**src/rtl/mask_ctrl_pkg.sv**
```systemverilog
// Shared types and constants for the frame-mask ping-pong controller.
package mask_ctrl_pkg;

  // Load FSM states.
  typedef enum logic [1:0] {
    IDLE  = 2'd0,
    LOAD  = 2'd1,
    DRAIN = 2'd2,
    PEND  = 2'd3
  } state_e;

  localparam int                 BRIGHT_W   = 4;
  localparam logic [BRIGHT_W-1:0] BRIGHT_MAX = 4'd8;

  // Clamp a requested brightness to the datapath's legal range 0..BRIGHT_MAX.
  function automatic logic [BRIGHT_W-1:0] sat_bright(input logic [BRIGHT_W-1:0] v);
    return (v > BRIGHT_MAX) ? BRIGHT_MAX : v;
  endfunction

endpackage

```
**src/rtl/mask_wr_port.sv**
```systemverilog
// Registered write-port driver for one mask BRAM: converts a write request
// (bank, word index, data) into enable/strobe/byte-address/data one cycle later.
// Idle cycles drive enable, strobe, address and data to zero.
module mask_wr_port
  import mask_ctrl_pkg::*;
#(
  parameter int WORDS      = 153600,
  parameter int BANK_BYTES = WORDS * 4,
  parameter int IDX_W      = $clog2(WORDS + 1)
) (
  input  logic             clk,
  input  logic             rst,
  input  logic             req,
  input  logic             bank,
  input  logic [IDX_W-1:0] idx,
  input  logic [31:0]      data,
  output logic             en,
  output logic             we,
  output logic [31:0]      addr,
  output logic [31:0]      din
);

  localparam logic [31:0] BANK_OFS = 32'(BANK_BYTES);

  logic [31:0] byte_ofs;
  logic        en_q;
  logic [31:0] addr_q, din_q;

  // Word index to byte offset within the bank.
  always_comb begin
    byte_ofs = {{(32 - IDX_W - 2){1'b0}}, idx, 2'b00};
  end

  // Register the write beat; anything other than a request clears the port.
  // NOTE: non-blocking assignments so every register here samples pre-edge values.
  always_ff @(posedge clk) begin
    if (rst) begin
      en_q   <= 1'b0;
      addr_q <= '0;
      din_q  <= '0;
    end else if (req) begin
      en_q   <= 1'b1;
      addr_q <= (bank ? BANK_OFS : 32'd0) + byte_ofs;
      din_q  <= data;
    end else begin
      en_q   <= 1'b0;
      addr_q <= '0;
      din_q  <= '0;
    end
  end

  assign en   = en_q;
  assign we   = en_q;
  assign addr = addr_q;
  assign din  = din_q;

endmodule

```
**src/rtl/mask_bank_ctrl.sv**
```systemverilog
// Ping-pong controller for the two frame-mask BRAMs. Loads a mask image from
// the 32-bit load stream into the inactive bank of the selected mask, then at
// the next start-of-frame swaps that mask's read bank and applies pending
// brightness, so no frame mixes old and new settings.
// Optional: define MASK_CTRL_FRAME_CNT_EN to add frame_cnt and swap_cnt outputs.
module mask_bank_ctrl
  import mask_ctrl_pkg::*;
#(
  parameter int WORDS      = 153600,
  parameter int BANK_BYTES = WORDS * 4
) (
  input  logic                clk,
  input  logic                rst,
  input  logic                sof,
  input  logic [31:0]         l_s_tdata,
  input  logic                l_s_tvalid,
  output logic                l_s_tready,
  input  logic                l_s_tlast,
  input  logic                l_s_tdest,
  output logic                wr_en0,
  output logic                wr_we0,
  output logic [31:0]         wr_addr0,
  output logic [31:0]         wr_din0,
  output logic                wr_en1,
  output logic                wr_we1,
  output logic [31:0]         wr_addr1,
  output logic [31:0]         wr_din1,
  output logic                rd_bank0,
  output logic                rd_bank1,
  input  logic [BRIGHT_W-1:0] cfg_bright0,
  input  logic [BRIGHT_W-1:0] cfg_bright1,
  input  logic                cfg_wr,
  output logic [BRIGHT_W-1:0] bright_val0,
  output logic [BRIGHT_W-1:0] bright_val1,
  output logic                swap_pend,
  output logic                err_short,
  output logic                err_long
`ifdef MASK_CTRL_FRAME_CNT_EN
  ,
  output logic [15:0]         frame_cnt,
  output logic [15:0]         swap_cnt
`endif
);

  localparam int               IDX_W    = $clog2(WORDS + 1);
  localparam logic [IDX_W-1:0] LAST_IDX = IDX_W'(WORDS - 1);

  state_e             state_q, state_d;
  logic [IDX_W-1:0]   idx_q, idx_d;
  logic               tgt_q, tgt_d;
  logic [1:0]         rd_bank_q;
  logic               err_short_q, err_short_d;
  logic               err_long_q, err_long_d;
  logic [BRIGHT_W-1:0] pend0_q, pend1_q, bright0_q, bright1_q;

  logic               accept;
  logic               wr_req, swap;
  logic [IDX_W-1:0]   widx;
  logic               wtgt;

  assign accept = l_s_tvalid & l_s_tready;
  // The first beat of an image is word 0 and carries the target mask.
  assign widx   = (state_q == IDLE) ? '0 : idx_q;
  assign wtgt   = (state_q == IDLE) ? l_s_tdest : tgt_q;

  // State register and load bookkeeping.
  // NOTE: reset clears control state only; BRAM contents are never cleared,
  // so an abandoned load leaves the inactive bank undefined.
  always_ff @(posedge clk) begin
    if (rst) begin
      state_q     <= IDLE;
      idx_q       <= '0;
      tgt_q       <= 1'b0;
      err_short_q <= 1'b0;
      err_long_q  <= 1'b0;
    end else begin
      state_q     <= state_d;
      idx_q       <= idx_d;
      tgt_q       <= tgt_d;
      err_short_q <= err_short_d;
      err_long_q  <= err_long_d;
    end
  end

  // Next-state logic: beat accounting, error detection and swap request.
  // NOTE: every signal gets a default first so no latch is inferred.
  always_comb begin
    state_d     = state_q;
    idx_d       = idx_q;
    tgt_d       = tgt_q;
    wr_req      = 1'b0;
    err_short_d = 1'b0;
    err_long_d  = 1'b0;
    swap        = 1'b0;
    unique case (state_q)
      IDLE, LOAD: begin
        if (accept) begin
          wr_req = 1'b1;
          tgt_d  = wtgt;
          idx_d  = widx + IDX_W'(1);
          if (l_s_tlast) begin
            idx_d = '0;
            if (widx == LAST_IDX) begin
              state_d = PEND;
            end else begin
              err_short_d = 1'b1;
              state_d     = IDLE;
            end
          end else if (widx == LAST_IDX) begin
            idx_d   = '0;
            state_d = DRAIN;
          end else begin
            state_d = LOAD;
          end
        end
      end
      DRAIN: begin
        if (accept && l_s_tlast) begin
          err_long_d = 1'b1;
          state_d    = PEND;
        end
      end
      PEND: begin
        if (sof) begin
          swap    = 1'b1;
          state_d = IDLE;
        end
      end
      default: state_d = IDLE;
    endcase
  end

  // Stream handshake and status depend on state only, never on tvalid.
  always_comb begin
    l_s_tready = !rst && (state_q != PEND);
    swap_pend  = (state_q == PEND);
  end

  // Read-bank selection toggles for the loaded mask at the swapping sof.
  always_ff @(posedge clk) begin
    if (rst) begin
      rd_bank_q <= 2'b00;
    end else if (swap) begin
      rd_bank_q[tgt_q] <= ~rd_bank_q[tgt_q];
    end
  end

  // Brightness: capture saturated requests, apply them at start-of-frame.
  always_ff @(posedge clk) begin
    if (rst) begin
      pend0_q   <= BRIGHT_MAX;
      pend1_q   <= BRIGHT_MAX;
      bright0_q <= BRIGHT_MAX;
      bright1_q <= BRIGHT_MAX;
    end else begin
      if (cfg_wr) begin
        pend0_q <= sat_bright(cfg_bright0);
        pend1_q <= sat_bright(cfg_bright1);
      end
      if (sof) begin
        bright0_q <= pend0_q;
        bright1_q <= pend1_q;
      end
    end
  end

  mask_wr_port #(
    .WORDS      (WORDS),
    .BANK_BYTES (BANK_BYTES),
    .IDX_W      (IDX_W)
  ) u_wr_port0 (
    .clk  (clk),
    .rst  (rst),
    .req  (wr_req && !wtgt),
    .bank (~rd_bank_q[0]),
    .idx  (widx),
    .data (l_s_tdata),
    .en   (wr_en0),
    .we   (wr_we0),
    .addr (wr_addr0),
    .din  (wr_din0)
  );

  mask_wr_port #(
    .WORDS      (WORDS),
    .BANK_BYTES (BANK_BYTES),
    .IDX_W      (IDX_W)
  ) u_wr_port1 (
    .clk  (clk),
    .rst  (rst),
    .req  (wr_req && wtgt),
    .bank (~rd_bank_q[1]),
    .idx  (widx),
    .data (l_s_tdata),
    .en   (wr_en1),
    .we   (wr_we1),
    .addr (wr_addr1),
    .din  (wr_din1)
  );

  assign rd_bank0    = rd_bank_q[0];
  assign rd_bank1    = rd_bank_q[1];
  assign bright_val0 = bright0_q;
  assign bright_val1 = bright1_q;
  assign err_short   = err_short_q;
  assign err_long    = err_long_q;

`ifdef MASK_CTRL_FRAME_CNT_EN
  logic [15:0] frame_cnt_q, swap_cnt_q;

  // Free-running frame and swap counters, wrapping at 16 bits.
  always_ff @(posedge clk) begin
    if (rst) begin
      frame_cnt_q <= '0;
      swap_cnt_q  <= '0;
    end else begin
      if (sof)  frame_cnt_q <= frame_cnt_q + 16'd1;
      if (swap) swap_cnt_q  <= swap_cnt_q + 16'd1;
    end
  end

  assign frame_cnt = frame_cnt_q;
  assign swap_cnt  = swap_cnt_q;
`endif

endmodule

```
**config.mk**
```make
export PLATFORM = sky130hd
export DESIGN_NAME = mask_bank_ctrl
export DESIGN_NICKNAME = d
export VERILOG_FILES = /design/src/rtl/mask_ctrl_pkg.sv /design/src/rtl/mask_wr_port.sv /design/src/rtl/mask_bank_ctrl.sv
export SDC_FILE = /design/constraint.sdc
export NUM_CORES = 1
export LEC_CHECK = 0
export BUFFER_PORTS_ARGS = -buffer_cell sky130_fd_sc_hd__buf_2
export CAP_MARGIN = 20
export CORE_MARGIN = 2
export CORE_UTILIZATION = 35
export DETAILED_ROUTE_END_ITERATION = 10
export GPL_TIMING_DRIVEN = 0
export PLACE_DENSITY = 0.57
export SYNTH_ARGS = -nofsm -noshare
export SYNTH_HDL_FRONTEND = slang
export SYNTH_SLANG_ARGS = --single-unit
```
**constraint.sdc**
```tcl
create_clock -name clk -period 4.8 [get_ports clk]
set_input_delay 0.96 -clock clk [delete_from_list [all_inputs] [get_ports clk]]
set_output_delay 0.96 -clock clk [all_outputs]
set_load 0.02 [all_outputs]
```
* After elaboration in Yosys (flattened, before gate mapping)
Index checks and enable logic that the tools add are counted.
Cells by class: equal/unequal tests 8, reduce and logical (&&, ||, !) cells 15, magnitude comparators 4, muxes and demuxes 28, bitwise operators 8, add/sub/neg operators 3
Operators with widths (number):
- adder 32 x 20 -> 32 bit | 2
- 2-to-1 mux 18 bit | 3
- 2-to-1 mux 20 bit | 2
- adder 18 x 1 -> 18 bit (second input constant) | 1
- == test 18 bit (second input constant) | 1
- 2-to-1 mux 1 bit | 12
- 2-to-1 mux 2 bit | 6
- > comparator 4 bit (second input constant) | 2
- 2-to-1 mux 4 bit | 2
- != test 2 bit (second input constant) | 4
- OR reduction 2 bit | 4
- NOT 1 bit | 7
- case mux 2 bit (3 select lines) | 1
- logical AND 1 bit | 5
- == test 2 bit (second input constant) | 2
- OR reduction 4 bit | 1
- AND reduction 3 bit | 1
- bitwise mux 2 bit | 1
- == test 2 x 1 -> 1 bit (second input constant) | 1
- logical NOT 1 bit | 2
- logical NOT 2 bit | 1
- less-than comparator 1 x 2 -> 1 bit (second input constant) | 1
- AND reduction 2 bit | 1
- bitwise AND 1 bit | 1
- 2 further kinds | 2
Word-level totals: flip-flop bits (word level) 171, logic and storage cells 82, output and inout bits 146, input bits 47

* Depth between registers and ports, before layout
depth in word-level cells 8, mapped depth 12, depth with buffers taken out 9

* Modules after synthesis
Synthesis repeated with hierarchy kept, for this count alone.
Second synthesis, totals: cell total of the unflattened synthesis 551, area total of the unflattened synthesis 5515.3 um2
Modules (own cells, without submodules):
- mask_wr_port | instances 2, sequential area each 1041.0 um2, area an instance 1695.4 um2, cells an instance 153
- mask_bank_ctrl | instances 1, sequential area each 820.8 um2, area an instance 2124.5 um2, cells an instance 245

* Worst setup path after synthesis
OpenSTA, ideal clock, no wires.
kind input port to output port, from input port rst, to output port l_s_tready, buffers on the path 3, arrival time 1897 ps, stages 4, slack 1943 ps, data required time 3840 ps, path through clkbuf_1 -> clkbuf_1 -> clkbuf_1 -> nor2_1
On the way: cells in the longest elaborated chain, start to end 2
RTL lines:
- from (decl) | RTL line mask_bank_ctrl.sv:13 | input logic rst,
- logical NOT 1 bit | RTL line mask_bank_ctrl.sv:135 | l_s_tready = !rst && (state_q != PEND);
- logical AND 1 bit | RTL line mask_bank_ctrl.sv:135
- to (decl) | RTL line mask_bank_ctrl.sv:17 | output logic l_s_tready,
No other way between the ends.

* Worst setup path in the final report
from register state_q[1], to register idx_q[11]
On the way: cells in the longest elaborated chain, start to end 5, elaborated cells between the ends (all ways) 12, those cells by class add/sub: 1; eq/ne: 3; mux: 3; bitwise: 1; reduce/logical: 4
RTL lines:
- from (decl) | RTL line mask_bank_ctrl.sv:48 | state_e state_q, state_d;
- from (signal assigned) | RTL line mask_bank_ctrl.sv:77 | state_q <= state_d;
- logical NOT 2 bit (*) | RTL line mask_bank_ctrl.sv:63 | assign widx = (state_q == IDLE) ? '0 : idx_q;
- 2-to-1 mux 18 bit (*) | RTL line mask_bank_ctrl.sv:63
- via u_wr_port0.idx[0] | RTL line mask_wr_port.sv:15 | input logic [IDX_W-1:0] idx,
- adder 18 x 1 -> 18 bit / == test 18 bit (equally long branches) | RTL line mask_bank_ctrl.sv:100, mask_bank_ctrl.sv:109
- 2-to-1 mux 18 bit (*) | RTL line mask_bank_ctrl.sv:109 | end else if (widx == LAST_IDX) begin
- 2-to-1 mux 18 bit (*) | RTL line mask_bank_ctrl.sv:101 | if (l_s_tlast) begin
- to (signal assigned) | RTL line mask_bank_ctrl.sv:78 | idx_q <= idx_d;
- to (decl) | RTL line mask_bank_ctrl.sv:49 | logic [IDX_W-1:0] idx_q, idx_d;
Mark *: on every way through the listed nets, which the timed path passes. The rest lies on a longest branch. A chain may end at the register's enable or synchronous reset.

==> flow_metrics.py <==
metrics = {
    "outcome": {
        "status": "finished clean",
    },
    "yosys": {
        "netlist_area_um2": 5320,
        "post_synth.cell_area_avg_um2": 9.70,
        "synthMuxAreaShare_pct": 1.32,
        "yosys.area_share.adder_pct": 2.30,
        "synthFlopType": "dfxtp_1",
        "synth-compound-area-share_pct": 9.12,
        "ys_async_sr_fraction_pct": 0,
        "yosysTopAreaCell": "dfxtp_1",
        "netlist_top_cells_area": "dfxtp_1, and3_1, and2_1",
        "synth_top_family_by_area": "simple AND/OR/NAND/NOR gates",
        "ys_seq_area_share_pct": 54.5,
        "synth_common_cells": "dfxtp_1, nor2_1, and3_1",
        "synth_simple_gate_area_share_pct": 23.1,
        "synth_cells": 549,
        "yosysMostFrequentCell": "dfxtp_1",
        "synth_top_area_share_pct": 54.5,
        "yosys.cell_types.count": 49,
        "ys_warn_count": 0,
        "synth-edff-count": 0,
        "synth-seq-cells": 145,
        "synthXorXnorAreaFrac_pct": 2.30,
    },
    "finish": {
        "nFillCells": 1422,
        "num-nets-final": 812,
        "stdcell_count": 959,
        "diodes": 0,
        "drive_gt1_share_pct": 30.7,
        "area_growth_pct": 33.5,
    },
    "drt": {
        "drtIter0Drc": 233,
        "via_count": 4569,
        "drc_errors": 0,
        "totalWireLength_um": 14300,
        "wl_per_cell_um": 14.9,
        "first_pass_iters": 4,
        "postRouteAntennaNets": 0,
        "viasPerCell": 4.76,
    },
    "global_routing": {
        "grt_start_max_net_pins": 17,
        "grt_pass1_vias": 4491,
        "track_usage_pct": 18.0,
        "grt_overflow": 0,
        "antenna_found_initial": 0,
        "grt_pass1_wl_um": 22700,
    },
    "timing": {
        "worst_slack_ns": 1.19,
        "final.setup.tns_ns": 0,
        "whs_ns": 0.464,
        "fin_crit_ns": 3.61,
        "rsz0062_at_grt": "false",
        "hold_viol": 0,
        "slew_viol_final": 0,
        "setup_violations": 0,
        "worst_pin_slew_ns": 0.816,
        "slew_headroom_pct": 45.5,
        "skew_ns": 0.0129,
        "finalCritPeriodShare_pct": 75.2,
        "clock.fmax_mhz": 277,
    },
    "setup_path": {
        "path_common_cell": "clkbuf_1",
        "critical_path.max_fanout": 10,
        "crit_path_end_kind": "flip-flop",
        "critical_path.cell_chain": "or2_2 -> clkbuf_1 -> clkbuf_1 -> nand2_1 -> inv_1 -> ha_1 -> nand4_1 -> nor4_4 -> a21oi_2 -> buf_2 -> a32o_1",
        "slowest_stage": "clkbuf_1",
        "cpPeakStageDelay_ns": 0.54,
        "cp.arrival_ns": 3.92,
        "startpoint": "state_q[1]$_SDFFE_PP0P_",
        "r2r_start": "state_q[1]$_SDFFE_PP0P_",
        "path_class": "flip-flop to flip-flop",
        "required_ns": 5.11,
        "startpoint_type": "flip-flop",
    },
    "clock_tree": {
        "cts_buffers": 17,
        "htreeDepth": 4,
        "cts_buffer_depth": 2,
        "cts_setup_buffers": 0,
        "postCtsHoldBufs": 0,
        "clockRootBuffer": "clkbuf_16",
        "cts_tree": "built",
        "worstSkewPairLatency_ns": 0.42,
        "clock_sinks": 145,
        "cts_resized": 0,
        "clk_pin_slew_ns": 0.06,
    },
    "power_and_ir_drop": {
        "leakagePower_uw": 0.00342,
        "p_comb_share_pct": 7.1,
        "power_frac_seq_pct": 44.2,
        "p_clk_share_pct": 48.7,
        "powerDensity_nw_per_um2": 395,
        "sw_frac_of_total_pct": 23.1,
        "intPower_uw": 2160,
        "irDropWorstVdd_uv": 226,
        "power.switching_uw": 648,
        "p_total_uw": 2810,
    },
    "floorplan": {
        "initial_core_util_pct": 35.4,
        "core-area_um2": 15000,
        "ioPinCount": 193,
        "num_rows": 45,
        "die_area_um2": 16200,
        "fp.dieW_um": 127,
        "die_h_um": 127,
    },
    "flow_run": {
        "drv_cap": 0,
    },
    "placement": {
        "port_buffers": 165,
        "dp_hpwl_um": 10800,
        "dpl.cell_count": 927,
        "dp_slack_ns": 1.22,
        "routabilityCongestion": 0.890,
    },
    "hold_path": {
        "hold_path.class": "flip-flop to flip-flop",
        "min_from": "idx_q[17]$_SDFFE_PP0N_",
    },
}
==> worst max-delay path, delay by kind of cell (launching register included) <==
kind            cells  cell delay, ns
buf+inv             4            1.22
simple gates        4            1.13
compound gates      2            0.46
flops               1            0.44
fa+ha+maj           1            0.24
==> flip-flops by register name, summed over array words and instances, names as in the netlist, 2 cells and up <==
name,count
pend1_q,4
rd_bank_q,2
u_wr_port1.din,32
u_wr_port0.addr,19
u_wr_port1.addr,19
bright_val0,4
bright_val1,4
idx_q,18
u_wr_port0.din,32
pend0_q,4
state_q,2
==> cells by family after synthesis <==
| family | after synthesis |
|---|---|
| AOI/OAI and AO/OA | 74 |
| xor gates and xnor gates | 14 |
| adders and majority gates | 9 |
| buffers and inverters | 74 |
| DFF | 145 |
| muxes | 7 |
| other | 1 |
| and+or+nand+nor | 225 |
==> cell usage in the layout (no fill, tap or decap), drive strengths merged, types with 2 or more instances in the layout <==
cell type	synthesis	routed
mux2i	7	7
or2	3	3
nand4	12	12
a32o	5	5
nand3	10	10
buf	31	196
and3	45	45
bufinv	0	3
fa	2	2
maj3	2	2
nor2	50	50
xor2	2	2
o31ai	8	8
nor4	5	5
clkinv	0	4
or3	5	5
nor2b	7	7
a21oi	20	20
nand2	27	27
nor3	5	5
nor3b	2	2
o21ai	18	18
inv	14	19
xnor2	12	12
clkbuf	29	48
nand2b	11	11
a211o	3	3
o211ai	3	3
dfxtp	145	145
nand3b	7	7
a31oi	2	2
a211oi	2	2
conb	1	26
a22oi	3	3
and2	35	35
o21bai	4	4
ha	5	5
==> cell type report <==
cell class	count	area, µm²	share of cell area (%)
sequential	145	2900	40.9
multi-input combinational	355	2130	30.0
timing repair buffer	165	826	11.6
clock buffer	19	453	6.38
buffer	60	333	4.69
tap	188	235	3.31
clock inverter	13	173	2.43
inverter	14	52.6	0.740
==> metal layers <==
layer,share of wire (%),vias to the layer above,track usage (%)
li1,-,2234,-
met1,44,2119,21.7
met2,47,204,30.2
met3,7.8,12,6.07
met4,1.0,0,5.88
met5,0,-,0
==> worst paths after layout <==
check                           endpoint  slack, ns  depth (start not counted)
setup / recovery  idx_q[11]$_SDFFE_PP0N_       1.19                         11
hold / removal    idx_q[17]$_SDFFE_PP0N_       0.46                          2
setup reg to reg  idx_q[11]$_SDFFE_PP0N_       1.19                         11
hold reg to reg   idx_q[17]$_SDFFE_PP0N_       0.46                          2
==> power by group through the flow <==
stage                     clock [µW]  combinational [µW]  sequential (µW)
after floorplan                    0                96.8             1300
after global placement             0                 199             1270
after detailed placement           0                 200             1270
after CTS                       1400                 201             1240
after global routing            1460                 218             1240
final                           1370                 200             1240
==> metrics by stage <==
step	instance area, µm²	utilization, %
2_1_floorplan	5420	-
3_3_place_gp	6480	43.1
3_5_place_dp	6480	43.1
4_1_cts	7100	47.2
5_1_grt	7100	47.2
6_report	7100	47.2
Power figures use the tool's default switching activity.
